--- src/rtl/wrap_around_leds_n.sv ---
// wrap_around_leds_n: N-channel LED chaser with hold/rotate-up/rotate-down/bounce modes and pause
//   clk, rst (async, active-high)
//   mode  : 00 hold, 01 rotate-up, 10 rotate-down, 11 bounce
//   pause : freezes prescaler, step counter, position and direction
//   max   : a step fires every (max+1) prescaler ticks
//   leds  : one-hot of pos (plus previous pos when TRAIL_EN is defined)
//   pos   : current lit index
//   step  : one-cycle pulse coincident with each pos update
//   Optional macro TRAIL_EN keeps the previously lit LED on as a trail.
module wrap_around_leds_n #(
    parameter int NUM_LEDS = 4,
    parameter int PRESCALE = 10000000,
    parameter int MAX_W    = 8
) (
    input  logic                        clk,
    input  logic                        rst,
    input  logic [1:0]                  mode,
    input  logic                        pause,
    input  logic [MAX_W-1:0]            max,
    output logic [NUM_LEDS-1:0]         leds,
    output logic [$clog2(NUM_LEDS)-1:0] pos,
    output logic                        step
);
    localparam int PW = $clog2(NUM_LEDS);
    localparam int CW = PRESCALE > 1 ? $clog2(PRESCALE) : 1;
    localparam logic [PW-1:0] TOP = PW'(NUM_LEDS - 1);
    localparam logic [CW-1:0] LAST_PRE = CW'(PRESCALE - 1);

    logic [CW-1:0]       pre_cnt;
    logic [MAX_W-1:0]    step_cnt;
    logic                dn;
    logic                tick, fire, nxt_dn;
    logic [PW-1:0]       nxt_pos;
    logic [NUM_LEDS-1:0] nxt_leds;
`ifdef TRAIL_EN
    logic [PW-1:0]       prev_pos, nxt_prev;
`endif

    always_comb begin
        tick    = pre_cnt == LAST_PRE && !pause;
        // >= rather than == so lowering max mid-count fires on the next tick
        fire    = tick && step_cnt >= max;
        nxt_pos = pos;
        nxt_dn  = dn;
        if (mode == 2'b01)
            nxt_pos = pos == TOP ? '0 : pos + 1'b1;
        else if (mode == 2'b10)
            nxt_pos = pos == '0 ? TOP : pos - 1'b1;
        else if (mode == 2'b11) begin
            nxt_pos = dn ? (pos == '0 ? PW'(1) : pos - 1'b1) : (pos == TOP ? TOP - 1'b1 : pos + 1'b1);
            nxt_dn  = dn ? pos != '0 : pos == TOP;
        end
`ifdef TRAIL_EN
        nxt_prev = nxt_pos != pos ? pos : prev_pos;
        nxt_leds = (NUM_LEDS'(1) << nxt_pos) | (NUM_LEDS'(1) << nxt_prev);
`else
        nxt_leds = NUM_LEDS'(1) << nxt_pos;
`endif
    end

    always_ff @(posedge clk or posedge rst) begin
        if (rst) begin
            pre_cnt  <= '0;
            step_cnt <= '0;
            pos      <= '0;
            dn       <= 1'b0;
            step     <= 1'b0;
            leds     <= NUM_LEDS'(1);
`ifdef TRAIL_EN
            prev_pos <= '0;
`endif
        end else begin
            step <= fire;
            if (!pause)
                pre_cnt <= pre_cnt == LAST_PRE ? '0 : pre_cnt + 1'b1;
            if (tick)
                step_cnt <= fire ? '0 : step_cnt + 1'b1;
            if (fire) begin
                pos  <= nxt_pos;
                dn   <= nxt_dn;
                leds <= nxt_leds;
`ifdef TRAIL_EN
                prev_pos <= nxt_prev;
`endif
            end
        end
    end
endmodule

--- config.mk ---
export PLATFORM = sky130hd
export DESIGN_NAME = wrap_around_leds_n
export DESIGN_NICKNAME = d
export VERILOG_FILES = /design/src/rtl/wrap_around_leds_n.sv
export SDC_FILE = /design/constraint.sdc
export NUM_CORES = 1
export LEC_CHECK = 0
export CORE_MARGIN = 1.5
export CORE_UTILIZATION = 57
export CTS_CLUSTER_DIAMETER = 50
export CTS_CLUSTER_SIZE = 8
export DETAILED_ROUTE_END_ITERATION = 12
export PLACE_DENSITY = 0.79
export SYNTH_ARGS = -nofsm -noshare
export SYNTH_HDL_FRONTEND = slang
export SYNTH_SLANG_ARGS = --single-unit
--- constraint.sdc ---
create_clock -name clk -period 2.4 [get_ports clk]
set_input_delay 0.6 -clock clk [delete_from_list [all_inputs] [get_ports clk]]
set_output_delay 0.6 -clock clk [all_outputs]
set_load 0.02 [all_outputs]
== After elaboration in Yosys (flattened, before gate mapping) ==
Cells that the tools add are included.

* Word-level logic and storage cells: 36
* Bits of input ports: 13
* Output and inout port bits: 7
* Bits in registers: 40

* Mux-type cells: 11
* Reductions and logical operators: 6
* $add $sub $neg: 4
* Bitwise gates (word level): 2
* Order comparisons: 1
* Equal/unequal tests: 5
* Shift-type cells: 1

{| class="wikitable"
|+ Operators with widths
! kind !! count
|-
| $add A24 B1 Y24 const B || 1
|-
| $eq A24 B24 Y1 const B || 1
|-
| $mux W24 || 1
|-
| $mux W2 || 8
|-
| $add A8 B1 Y8 const B || 1
|-
| $ge A8 B8 Y1 || 1
|-
| $mux W8 || 1
|-
| $eq A2 B2 Y1 const B || 3
|-
| $reduce_and A4 Y1 || 1
|-
| $shl A1 B2 Y4 const A || 1
|-
| $add A2 B1 Y2 const B || 1
|-
| $eq A2 B1 Y1 const B || 1
|-
| $logic_and A1 B1 Y1 || 2
|-
| $logic_not A2 Y1 || 1
|-
| $not A1 Y1 || 2
|-
| $reduce_bool A2 Y1 || 1
|-
| $sub A2 B1 Y2 const B || 1
|-
| $logic_not A1 Y1 || 1
|-
| $mux W1 || 1
|}

== Logic depth before layout (Yosys ltp) ==
Gate-level depths: netlist of run 1.

* Depth in word-level cells: 7
* Gate-level depth with buffers: 9
* Mapped depth without buffers: 7

== Worst setup path after synthesis of run 1 ==
No wires, ideal clock.

* Path type: in2reg
* From: in max[2]
* To: reg step_cnt[5]
* Path buffers: 1
* Setup time: 79 ps
* Data required time: 2321 ps
* Setup slack: 110 ps
* Arrival: 2211 ps
* Cell stages on the path: 8
* Cell sequence: inv_1 ha_1 a211oi_1 o21ai_0 a21oi_1 clkbuf_1 nand3b_1 mux2i_1

* Longest elaborated chain between the ends: 3

{| class="wikitable"
|+ Ends and longest elaborated chain
! item !! RTL line !! RTL
|-
| start, declared || 19 || <nowiki>input logic [MAX_W-1:0] max,</nowiki>
|-
| $ge A8 B8 Y1 || 42 || <nowiki>fire = tick && step_cnt >= max;</nowiki>
|-
| $logic_and A1 B1 Y1 || 42 ||
|-
| $mux W8 || 77 || <nowiki>step_cnt <= fire ? '0 : step_cnt + 1'b1;</nowiki>
|-
| end signal, assigned || 77 ||
|-
| end, declared || 30 || <nowiki>logic [MAX_W-1:0] step_cnt;</nowiki>
|}

No other way between the ends.
A chain may end at the register's enable or synchronous reset.

== Worst setup path in the final report of run 1 ==
* From: in max[7]
* To: reg dn

* Longest elaborated chain between the ends: 3

{| class="wikitable"
|+ Ends and longest elaborated chain
! item !! RTL line !! RTL
|-
| $ge A8 B8 Y1 || 42 ||
|-
| $logic_and A1 B1 Y1 || 42 ||
|-
| $reduce_and A4 Y1 (no line) || n/a ||
|-
| end signal, assigned || 80 || <nowiki>dn <= nxt_dn;</nowiki>
|-
| end, declared || 31 || <nowiki>logic dn;</nowiki>
|}

No other way between the ends.

==> results of run 1 <==
[worst reg2reg max path, stage by stage, from the launching register on]
cell,delay [ns]
dfrtp_1,0.41
nand4bb_1,0.20
or4_4,0.44
or3_1,0.45
or4_1,0.55
nand2_1,0.08
[final cells by class]
cell class	count	share of cell area, %
clock buffer	6	2.94
clock inverter	2	0.356
inverter	15	2.00
multi-input combinational	183	42.9
sequential	40	35.7
tap	48	2.14
timing repair buffer	46	14.0
[registers in the layout, summed over array words and instances, names as in the netlist]
register	flops
dn	1
step	1
pre_cnt	24
pos	2
step_cnt	8
leds	4
[cell usage in the layout, fill, tap and decap left out, drive strengths merged, types with 3 or more instances in the layout]
| master | count |
|---|---|
| or4 | 4 |
| nand4 | 3 |
| inv | 15 |
| nand3 | 18 |
| clkdlybuf4s50 | 19 |
| xor2 | 7 |
| and3 | 5 |
| a21oi | 9 |
| a22o | 3 |
| nor4b | 3 |
| clkbuf | 6 |
| ha | 15 |
| nand2b | 6 |
| nor4 | 3 |
| nor2 | 17 |
| nand2 | 28 |
| o21ai | 17 |
| nor3 | 6 |
| xnor2 | 11 |
| dfrtp | 39 |
| nor2b | 3 |
| mux2i | 4 |
| a211oi | 4 |
| buf | 27 |
[report_power, final]
group | switching [W] | internal, W
clock | 0.000230 | 0.000229
combinational | 0.000122 | 0.000132
sequential | 0.0000600 | 0.000731
total | 0.000412 | 0.00109
[per-layer routing]
layer / up-vias / wire length, µm / track usage, %
met2: 39 / 2310 / 42.8
met3: 5 / 172 / 6.64
li1: 952 / - / -
met1: 902 / 2120 / 27.3
met4: 0 / 46 / 6.12
met5: - / 0 / 0
[how the worst max path moves through the flow]
stage | from | cells past startpoint | endpoint
floorplan | max[2] | 8 | step_cnt[5]
global placement | max[7] | 10 | leds[1]
detailed placement | max[7] | 10 | leds[1]
CTS | max[7] | 10 | leds[1]
global route | max[2] | 9 | leds[2]
finish | max[7] | 10 | dn
[logic make-up (layout without fill, tap and decap cells)]
family,Yosys count,after routing,synth area share [%]
AOI/OAI and AO/OA,41,41,11.0
xor gates and xnor gates,18,18,6.89
adders and majority gates,15,15,8.21
buffers and inverters,21,69,3.88
DFF,40,40,43.8
muxes,4,4,1.75
and+or+nand+nor,105,105,24.5
[through the flow]
step                      instances  worst slack [ns]  power, W
after floorplan                 244             0.110  0.000946
after global placement          332            -0.150   0.00105
after detailed placement        332            -0.205   0.00106
after CTS                       340            0.0809   0.00152
after global routing            340           0.00796   0.00159
final                           340            0.0917   0.00150
[what timing repair did]
action | CTS | global route
resized for setup | 0 | 3
hold buffers | 0 | 0
setup endpoints to repair | 0 | 2
==> results.ini, run 1 <==
[status]
status = finished clean

[worst_setup_path]
cp_max_fo = 8
cp.arrival_ns = 2.49
endpoint_kind = register
crit_chain = clkdlybuf4s50_1 > inv_1 > ha_1 > nand2_1 > o21ai_0 > a21oi_1 > buf_4 > buf_4 > o31ai_1 > nand2_1
worst-path-buf-inv = 4
worst-setup-path-type = in -> reg
rr_worst_depth = 5
r2r-end = dn
path_delay_family = buffers and inverters
cp.required_ns = 2.58
slowest_delay_ns = 0.46
crit_slowest_cell = clkdlybuf4s50_1
r2r_slack_ns = 0.21
regToRegStartpoint = pre_cnt[13]
cp-start-kind = input pin

[clock_tree]
htree_num_levels = 2
cts_buffers = 5
cts_root_buf = clkbuf_8
clk_pin_slew_ns = 0.08
post_cts_buffers = 0
cts_tree = yes
cts.sinks = 40
clock_tree.buffer_depth = 2
clkLatencyLatePin_ns = 0.30

[logic_synthesis]
synth_most_common_cell = dfrtp_1
yosysWarnings = 0
synth_top_cell_area_share_pct = 42.7
syn_area_mm2 = 0.00229
yosys-top-cells-count = dfrtp_1, nand2_1, nand3_1, nor2_1
syn_inst = 244
syn_avg_cell_area_um2 = 9.37
yosysTopAreaCell = dfrtp_1
synth_flop_cell = dfrtp_1
ys_seq_area_share_pct = 43.8
yosys_register_bits = 40
ys_top_cells_by_area = dfrtp_1, ha_1, nand2_1
ys_types = 41
syn-num-nets = 272
synthArstFlopShare_pct = 100
synth_edf_count = 0

[timing]
skew_ns = 0.00727
rsz0062_at_grt = no
fmax_mhz = 433
period_needed_ns = 2.31
setup-violations-final = 0
tns_ns = 0
fin_crit_sh_pct = 96.2
tightest_slew_ns = 0.487
slew_headroom_pct = 67.5
drv_slew = 0
hold_viol = 0
whs_ns = 0.481

[routing]
vias_per_cell = 5.58
wl_per_cell_um = 13.7
drt_iter0_markers = 88
vias = 1898
drt-pass1-iter-count = 4
drc = 0
drt_wl_total_um = 4640
ant_nets = 0

[final_layout]
fill_cells = 291
multi_input_area_mm2 = 0.00121
drive_gt1_share_pct = 14.7
design_area_mm2 = 0.00281
nets = 319
fin_util_pct = 75.1
diodes = 0
area_growth_syn_to_layout_pct = 22.9
regArea_mm2 = 0.00100

[job]
maxCapViolCount = 0

[power_and_ir_drop]
power_density_mw_per_mm2 = 535
irDropWorstVdd_mv = 0.556
p_leak_nw = 1.30

[floorplanning]
num_rows = 22
initial_core_util_pct = 61.1
core_mm2 = 0.00374
die_h_um = 66.3
dieWidth_um = 66.3
die_area_mm2 = 0.00440
ioPinCount = 20

[placement]
dp_hpwl_um = 3430
place_area_mm2 = 0.00271
io_buffers = 19
gp_congestion = 0.820

[min_path]
hp-class = reg -> reg
hold_path_depth = 1
min_to = pre_cnt[23]
min-delay-start = pre_cnt[23]

[grt]
grt_max_degree = 41
antenna_found_initial = 0
grt_usage_pct = 23.6
grt_pass1_vias = 1849
overflow = 0
grt_pass1_wl_um = 7780

Power figures use the tool's default switching activity.
==> run 2, diff against run 1 <==
- CORE_UTILIZATION: 57 -> 62
- PLACE_DENSITY: 0.79 -> 0.85
- clock period: 2.4 -> 2.9 ns (I/O delays scaled with it)
==> results.ini, run 2 (synthesis results as in run 1) <==
[status]
status = finished clean

[final_layout]
multi_input_area_mm2 = 0.00120  ; -0.83%
layout_common_cells = dfrtp_1, nand2_1, clkdlybuf4s50_1, nand3_1, nor2_1
largest_registers = pre_cnt x24, step_cnt x8, leds x4
drive_gt1_share_pct = 9.35  ; -5.4 points
regMostFlops = pre_cnt
largest_reg_flops = 24  ; unchanged
diodes = 0  ; unchanged
fill_cells = 239  ; -18%
nets = 305  ; -4.4%
regArea_mm2 = 0.00100  ; unchanged
area_growth_syn_to_layout_pct = 18.4
final_common_cell = dfrtp_1

[worst_setup_path]
cp.arrival_ns = 2.61  ; +0.12 ns
cpMostUsedCell = o21ai_0
path_delay_family = simple AND/OR/NAND/NOR gates
crit_slowest_cell = or4_1
worst-path-buf-inv = 2  ; -2
cp_max_fo = 6  ; -2
worst-setup-path-type = in -> reg
cp-start-kind = input pin
endpoint_kind = register
crit_chain = clkdlybuf4s50_1 > and4b_1 > nand2_2 > or4_1 > buf_4 > o21ai_0 > o21ai_0
slowest_delay_ns = 0.60  ; +0.14 ns
cp.required_ns = 3.07  ; +0.49 ns

[clock_tree]
clock_tree.buffer_depth = 2  ; unchanged
cts_root_buf = clkbuf_8
cts.sinks = 40  ; unchanged
clkLatencyLatePin_ns = 0.30  ; about the same
cts_buffers = 5  ; unchanged
post_cts_buffers = 0  ; unchanged
cts_resized = 0  ; unchanged
htree_num_levels = 2  ; unchanged
clk_pin_slew_ns = 0.07  ; about the same
cts_tree = yes
ctsHoldBuffers = 0  ; unchanged

[timing]
slew_headroom_pct = 66.9  ; -0.62 points
period_needed_ns = 2.44
skew_ns = 0.0139  ; +0.00661 ns
rsz0062_at_grt = no
tightest_slew_ns = 0.497  ; +0.00935 ns
fin_crit_sh_pct = 84.1
drv_slew = 0  ; unchanged
setup-violations-final = 0  ; unchanged
hold_viol = 0  ; unchanged
fmax_mhz = 410
tns_ns = 0  ; unchanged
whs_ns = 0.479  ; -0.00243 ns

[routing]
drt-pass1-iter-count = 4  ; unchanged
drt_wl_total_um = 4660  ; +0.24%
drc = 0  ; unchanged
drt_iter0_markers = 62  ; -30%
vias = 1852  ; -2.4%
wl_per_cell_um = 14.4  ; +5.2%
ant_nets = 0  ; unchanged
vias_per_cell = 5.72  ; +2.4%

[floorplanning]
initial_core_util_pct = 66.4  ; +5.4 points
num_rows = 21  ; -4.5%
dieWidth_um = 63.7  ; -3.9%
ioPinCount = 20  ; unchanged
core_mm2 = 0.00344  ; -8.1%
die_h_um = 63.7  ; -3.9%
die_area_mm2 = 0.00406  ; -7.7%

[power_and_ir_drop]
fin_total_pwr_w = 0.00129  ; -14%
irDropWorstVdd_mv = 0.640  ; +15%
power_frac_clock_pct = 34.7  ; +4.1 points
power.share.combinational_pct = 14.5  ; -2.4 points
power_frac_seq_pct = 50.8  ; -1.8 points
internal_power_w = 0.000950  ; -13%
p_leak_nw = 1.24  ; -5.0%
swShare_pct = 26.4  ; -1.0 points
power_density_mw_per_mm2 = 477  ; -11%
power_switching_w = 0.000340  ; -17%

[job]
maxCapViolCount = 0  ; unchanged

[grt]
antenna_found_initial = 0  ; unchanged
met3_usage_pct = 4.75  ; -1.9 points
overflow = 0  ; unchanged
grt_usage_pct = 25.3  ; +1.7 points
grt_max_degree = 41  ; unchanged
grt_pass1_wl_um = 8050  ; +3.4%
grt-busiest-layer = met2
grt_pass1_vias = 1881  ; +1.7%
globalRouteMet1Util_pct = 30.8  ; +3.5 points
met2_usage_pct = 45.0  ; +2.3 points

[min_path]
hp-class = reg -> reg

[placement]
dp_hpwl_um = 3380  ; -1.5%
io_buffers = 19  ; unchanged
gp_congestion = 0.836  ; +1.9%

## run 2: changes by cell type in the layout (fill, tap and decap cells not counted), sizes merged
| cell | before | now |
|---|---|---|
| clkinv | 2 | 1 |
| buf | 27 | 13 |
| bufinv | 0 | 1 |
## run 2: area by class of cell
class | count | share of cell area [%]
multi-input cells | 183 | 44.2
well taps | 46 | 2.13
clock buffers | 6 | 2.68
clock inverters | 2 | 1.29
inverters | 15 | 2.08
repair buffers | 32 | 10.6
flip-flops and latches | 40 | 37.0
## run 2: power by group through the flow
stage / clock [W] / combinational [W] / sequential, W
2_1_floorplan: 0 / 0.000131 / 0.000652
3_3_place_gp: 0 / 0.000179 / 0.000662
3_5_place_dp: 0 / 0.000185 / 0.000666
4_1_cts: 0.000454 / 0.000188 / 0.000656
5_1_grt: 0.000474 / 0.000210 / 0.000663
6_report: 0.000448 / 0.000187 / 0.000656
## run 2: final timing paths
check | startpoint | to | slack (ns) | depth (start not counted)
setup reg to reg | pre_cnt[7] | dn | 0.64 | 5
hold reg to reg | pre_cnt[23] | pre_cnt[23] | 0.48 | 1
setup / recovery | pause | step_cnt[2] | 0.46 | 7
max in group asynchronous | rst | leds[0] | 1.69 | 3
hold / removal | pre_cnt[23] | pre_cnt[23] | 0.48 | 1
min in group asynchronous | rst | pre_cnt[17] | 0.85 | 3
## run 2: per-layer routing
metal	wire length [µm]	up-vias
li1	-	925
met1	2110	882
met2	2310	33
met3	141	12
met4	95	0
met5	0	-
## run 2: through the flow
step / setup slack, ns / util [%] / instances / instance area (µm²)
floorplan: 0.485 / - / 244 / 2290
global placement: 0.239 / 75.5 / 316 / 2600
detailed placement: 0.155 / 75.5 / 316 / 2600
CTS: 0.465 / 78.7 / 324 / 2710
global route: 0.303 / 78.7 / 324 / 2710
finish: 0.460 / 78.7 / 324 / 2710
